===== config.mk =====
export PLATFORM = sky130hd
export DESIGN_NAME = reg_file_port_master
export DESIGN_NICKNAME = d
export VERILOG_FILES = /design/src/rtl/reg_file_port_master.sv
export SDC_FILE = /design/constraint.sdc
export NUM_CORES = 1
export LEC_CHECK = 0
export ABC_CLOCK_PERIOD_IN_PS = 1500
export CORE_ASPECT_RATIO = 1.4
export CORE_UTILIZATION = 50
export CTS_BUF_LIST = sky130_fd_sc_hd__clkbuf_8
export DETAILED_ROUTE_END_ITERATION = 6
export DONT_BUFFER_PORTS = 1
export PLACE_DENSITY = 0.76
export SLEW_MARGIN = 20
export SYNTH_ARGS = -nofsm -noshare
export SYNTH_HDL_FRONTEND = slang
export SYNTH_SLANG_ARGS = --single-unit

===== constraint.sdc =====
create_clock -name clk -period 1.5 [get_ports clk]
set_clock_uncertainty 0.1 [all_clocks]
set_input_delay 0.3 -clock clk [delete_from_list [all_inputs] [get_ports clk]]
set_output_delay 0.3 -clock clk [all_outputs]
set_load 0.01 [all_outputs]

===== src/rtl/reg_file_port_master.sv =====
// Initiator-side sequencer for the 16x32 register file port: dumps every
// register out over a valid/ready stream, or loads every register from one.
//
// state   | meaning
// --------+----------------------------------------------------------
// IDLE    | waiting for start; mode picks dump or load
// DUMP_RD | rfAddr = idx, register file read settles (bubble cycle)
// DUMP_TX | txValid high, word held until txReady
// LOAD_RX | rxReady high, waiting for rxValid
// LOAD_WR | rfWrtEn high for this one cycle, register file commits
// FINISH  | done pulse, busy still high
module reg_file_port_master #(
    parameter int NREGS = 16,
    parameter int AW    = 4,
    parameter int DW    = 32
) (
    input  logic          clk,
    input  logic          res,
    input  logic          start,
    input  logic          mode,
    output logic          busy,
    output logic          done,
    output logic [AW-1:0] rfAddr,
    input  logic [DW-1:0] rfData,
    output logic          rfWrtEn,
    output logic [AW-1:0] rfRd,
    output logic [DW-1:0] rfWrtData,
    output logic          txValid,
    output logic [DW-1:0] txData,
    output logic [AW-1:0] txIdx,
    input  logic          txReady,
    input  logic          rxValid,
    input  logic [DW-1:0] rxData,
    output logic          rxReady
);

    typedef enum logic [2:0] {
        IDLE,
        DUMP_RD,
        DUMP_TX,
        LOAD_RX,
        LOAD_WR,
        FINISH
    } state_t;

    localparam logic [AW-1:0] LAST = AW'(NREGS - 1);

    state_t        state;
    logic [AW-1:0] idx;

    // Read address is only meaningful while a dump word is being fetched.
    assign rfAddr = (state == DUMP_RD) ? idx : '0;

    // Sequencer with all handshake and register-file outputs registered.
    always_ff @(posedge clk) begin
        if (res) begin
            state     <= IDLE;
            idx       <= '0;
            busy      <= 1'b0;
            done      <= 1'b0;
            rxReady   <= 1'b0;
            rfWrtEn   <= 1'b0;
            rfRd      <= '0;
            rfWrtData <= '0;
            txValid   <= 1'b0;
            txData    <= '0;
            txIdx     <= '0;
        end else begin
            case (state)
                IDLE: begin
                    done <= 1'b0;
                    if (start) begin
                        idx  <= '0;
                        busy <= 1'b1;
                        if (mode) begin
                            state   <= LOAD_RX;
                            rxReady <= 1'b1;
                        end else begin
                            state <= DUMP_RD;
                        end
                    end
                end
                DUMP_RD: begin
                    txData  <= rfData;
                    txIdx   <= idx;
                    txValid <= 1'b1;
                    state   <= DUMP_TX;
                end
                DUMP_TX: begin
                    if (txReady) begin
                        txValid <= 1'b0;
                        // Terminal compare comes first so idx never wraps.
                        if (idx == LAST) begin
                            state <= FINISH;
                            done  <= 1'b1;
                        end else begin
                            idx   <= idx + 1'b1;
                            state <= DUMP_RD;
                        end
                    end
                end
                LOAD_RX: begin
                    if (rxValid) begin
                        rfWrtEn   <= 1'b1;
                        rfRd      <= idx;
                        rfWrtData <= rxData;
                        rxReady   <= 1'b0;
                        state     <= LOAD_WR;
                    end
                end
                LOAD_WR: begin
                    rfWrtEn <= 1'b0;
                    if (idx == LAST) begin
                        state <= FINISH;
                        done  <= 1'b1;
                    end else begin
                        idx     <= idx + 1'b1;
                        rxReady <= 1'b1;
                        state   <= LOAD_RX;
                    end
                end
                FINISH: begin
                    done  <= 1'b0;
                    busy  <= 1'b0;
                    state <= IDLE;
                end
                default: begin
                    state <= IDLE;
                end
            endcase
        end
    end

endmodule


==> flow_summary.yaml <==
timing:
  grt_setup_unrepaired: "true"
  setup_viol: 10
  hold_slack_ns: -0.0994
  hold_viol: 79
  relSlewSlack_pct: 77.7
  layout_setup_ws_ns: -0.145
  worstMarginPinSlew_ns: 0.331
  period_share_pct: 110
  fmaxAchievable_ghz: 0.608
  min_period_ns: 1.64
  maxSlewViolCount: 0
setup_path:
  cp.required_ns: 1.10
  setup.worst_path.end: "rfAddr[1]"
  reg2reg_slack_ns: -0.11
  endpoint_kind: "output port"
  r2r_cells: 6
  cp.arrival_ns: 1.24
  slowest_delay_ns: 0.35
  cp-startpoint: "state[0]"
  r2r-end: "idx[3]"
  crit_fanout: 5
  rr_startpoint: "state[0]"
  cp-start-kind: "flip-flop"
  critPathSlowestCell: "dfxtp_2"
  path_cells: "buf_6 -> nand2b_4 -> nor2_4 -> nand2_2 -> inv_2"
  crit_type: "flip-flop to output port"
detailed_routing:
  vias: 2773
  drt-initial-drc-count: 140
  finalWirelength_mm: 8.05
  postRouteAntennaNets: 0
  drc: 0
  wl_per_cell_um: 16.0
  via_per_inst: 5.51
  drt-pass1-iter-count: 4
placement:
  gp_congestion: 0.789
  io_buffers: 0
  post-place-ws_ns: -0.0125
  dpl.hpwl_mm: 5.19
logic_synthesis:
  syn_avg_cell_area_um2: 7.85
  synth.top_cell.area_share_pct: 52.0
  async_flop_share_pct: 0
  syn-num-nets: 483
  synth_edf_count: 0
  ys_seq_elements: 84
  synth_top_area_cell: "dfxtp_1"
  yosysSeqAreaShare_pct: 52.0
  synth.most_common_cell: "nand2_1"
  ys_top_cells_by_count: "nand2_1, dfxtp_1, a21oi_1"
  synth_ff_type: "dfxtp_1"
  syn_inst: 412
  yosys_warnings: 0
  synth_cell_types: 39
  ys_top_cells_by_area: "dfxtp_1, nand2_1, a21oi_1"
  syn_area_um2: 3230
finish:
  drive_gt1_share_pct: 19.0
  antennaDiodeCount: 0
  areaGrowthSynthToFinish_pct: 17.6
  nets: 497
  n_fill_cell: 544
floorplan:
  core_area_um2: 6210
  chipWidth_um: 70.0
  die_area_um2: 6800
  fp-row-count: 34
  die_y_um: 97.1
  initial_core_util_pct: 52.1
  boundaryPins: 151
hold_path:
  hp-start: "res"
  min_path_type: "input port to flip-flop"
  hold_depth: 1
clock_network:
  clock_latency_ns: 0.36
  numCtsBuffers: 9
  cts.clk_slew.worst_paths_ns: 0.09
  cts_sinks: 84
  h-tree-depth: 3
  cts_buffer_depth: 2
  cts_tree: "built"
  clockRootBuffer: "clkbuf_8"
global_route:
  grt_use_total_pct: 21.9
  grt_pass1_vias: 2419
  gr-total-overflow: 0
  grt_pass1_wl_mm: 11.7
  grt_max_degree: 87
  antenna_found_initial: 0
outcome:
  status: "finished, violations left"
  violations: "negative hold slack, negative setup slack"
pwr:
  p_total_w: 0.00472
  peakVddDrop_v: 0.000845
  power.density_nw_per_um2: 1240
  p_leak_nw: 1.38
flow_run:
  maxCapViolCount: 0
==> cells in the final DEF (no fill, tap or decap), types with 3 or more instances in the layout <==
master,n
a21oi_1,77
buf_12,3
buf_4,18
buf_6,8
clkbuf_8,10
dfxtp_1,79
dfxtp_2,5
inv_1,3
inv_2,4
nand2_1,144
nand2_2,4
nand2b_1,3
nor2_1,8
nor3_1,7
o21a_1,4
o21ai_0,4
o21ai_1,3
o21ai_2,3
or2_4,3
==> flip-flops by register name (all words and copies together), names as in the netlist <==
name and cells:
rfWrtData 32, txData 32, idx 4, rfRd 4
txIdx 4, state 3, busy 1, done 1
rfWrtEn 1, rxReady 1, txValid 1
==> power breakdown <==
group | leakage (nW) | internal, W | total [W] | switching [W]
combinational | 0.603 | 0.000332 | 0.000726 | 0.000394
clock | 0.0893 | 0.000657 | 0.00149 | 0.000836
sequential | 0.683 | 0.00236 | 0.00250 | 0.000144
==> worst max-delay path: cells and delay by family, from the launching register on <==
family	cells	cell delay (ns)
DFF	1	0.35
and+or+nand+nor	3	0.36
buffers and inverters	2	0.18
==> cell type report <==
class / instances / area [um^2] / area share [%]
Sequential cell: 84 / 1690 / 44.4
Timing Repair Buffer: 33 / 345 / 9.08
Inverter: 7 / 26.3 / 0.691
Multi-Input combinational cell: 291 / 1470 / 38.6
Clock inverter: 6 / 46.3 / 1.22
Tap cell: 72 / 90.1 / 2.37
Clock buffer: 10 / 138 / 3.62
==> per-stage QoR <==
stage | util [%] | cell area (um^2) | instances | TNS [ns] | hold slack [ns]
5_1_grt | 61.2 | 3800 | 503 | -1.73 | -0.114
6_report | 61.2 | 3800 | 503 | -1.04 | -0.0994
2_1_floorplan | - | 3250 | 412 | 0 | 0.336
3_5_place_dp | 54.3 | 3370 | 474 | -0.0125 | 0.279
4_1_cts | 58.7 | 3640 | 495 | -0.579 | -0.113
3_3_place_gp | 54.3 | 3370 | 474 | 0 | 0.276
==> routing by layer <==
| metal | wire length (um) | vias up | share of wire [%] | GRT usage [%] |
|---|---|---|---|---|
| li1 | - | 1375 | - | - |
| met1 | 2980 | 1266 | 37 | 23.6 |
| met2 | 4280 | 117 | 53 | 38.2 |
| met3 | 588 | 15 | 7.3 | 6.12 |
| met4 | 193 | 0 | 2.4 | 11.8 |
| met5 | 0 | - | 0 | 0 |
==> what timing repair did <==
item	CTS	global route
endpoints found under the setup margin	7	73
cloned	0	1
endpoints found under the hold margin	80	80
setup buffers	5	7
pin swaps	9	11
resized for setup	17	24
==> cell families (layout without fill, tap and decap cells) <==
family / Yosys count / in the layout / synth area share (%)
flip-flops: 84 / 84 / 52.0
buffers and inverters: 37 / 56 / 5.50
XOR/XNOR: 3 / 3 / 0.813
AO/OA/AOI/OAI: 103 / 103 / 17.3
adder cells (fa/ha/maj): 1 / 1 / 0.387
AND/OR/NAND/NOR: 184 / 184 / 24.0
==> how the worst min path moves through the flow <==
stage / endpoint / slack, ns
after floorplan: rfWrtData[0] / 0.34
after global placement: idx[3] / 0.28
after detailed placement: idx[3] / 0.28
after CTS: rfWrtData[25] / -0.11
after global routing: rfRd[0] / -0.11
final: txData[2] / -0.1
Note: power is estimated with default switching activity, not from simulation.
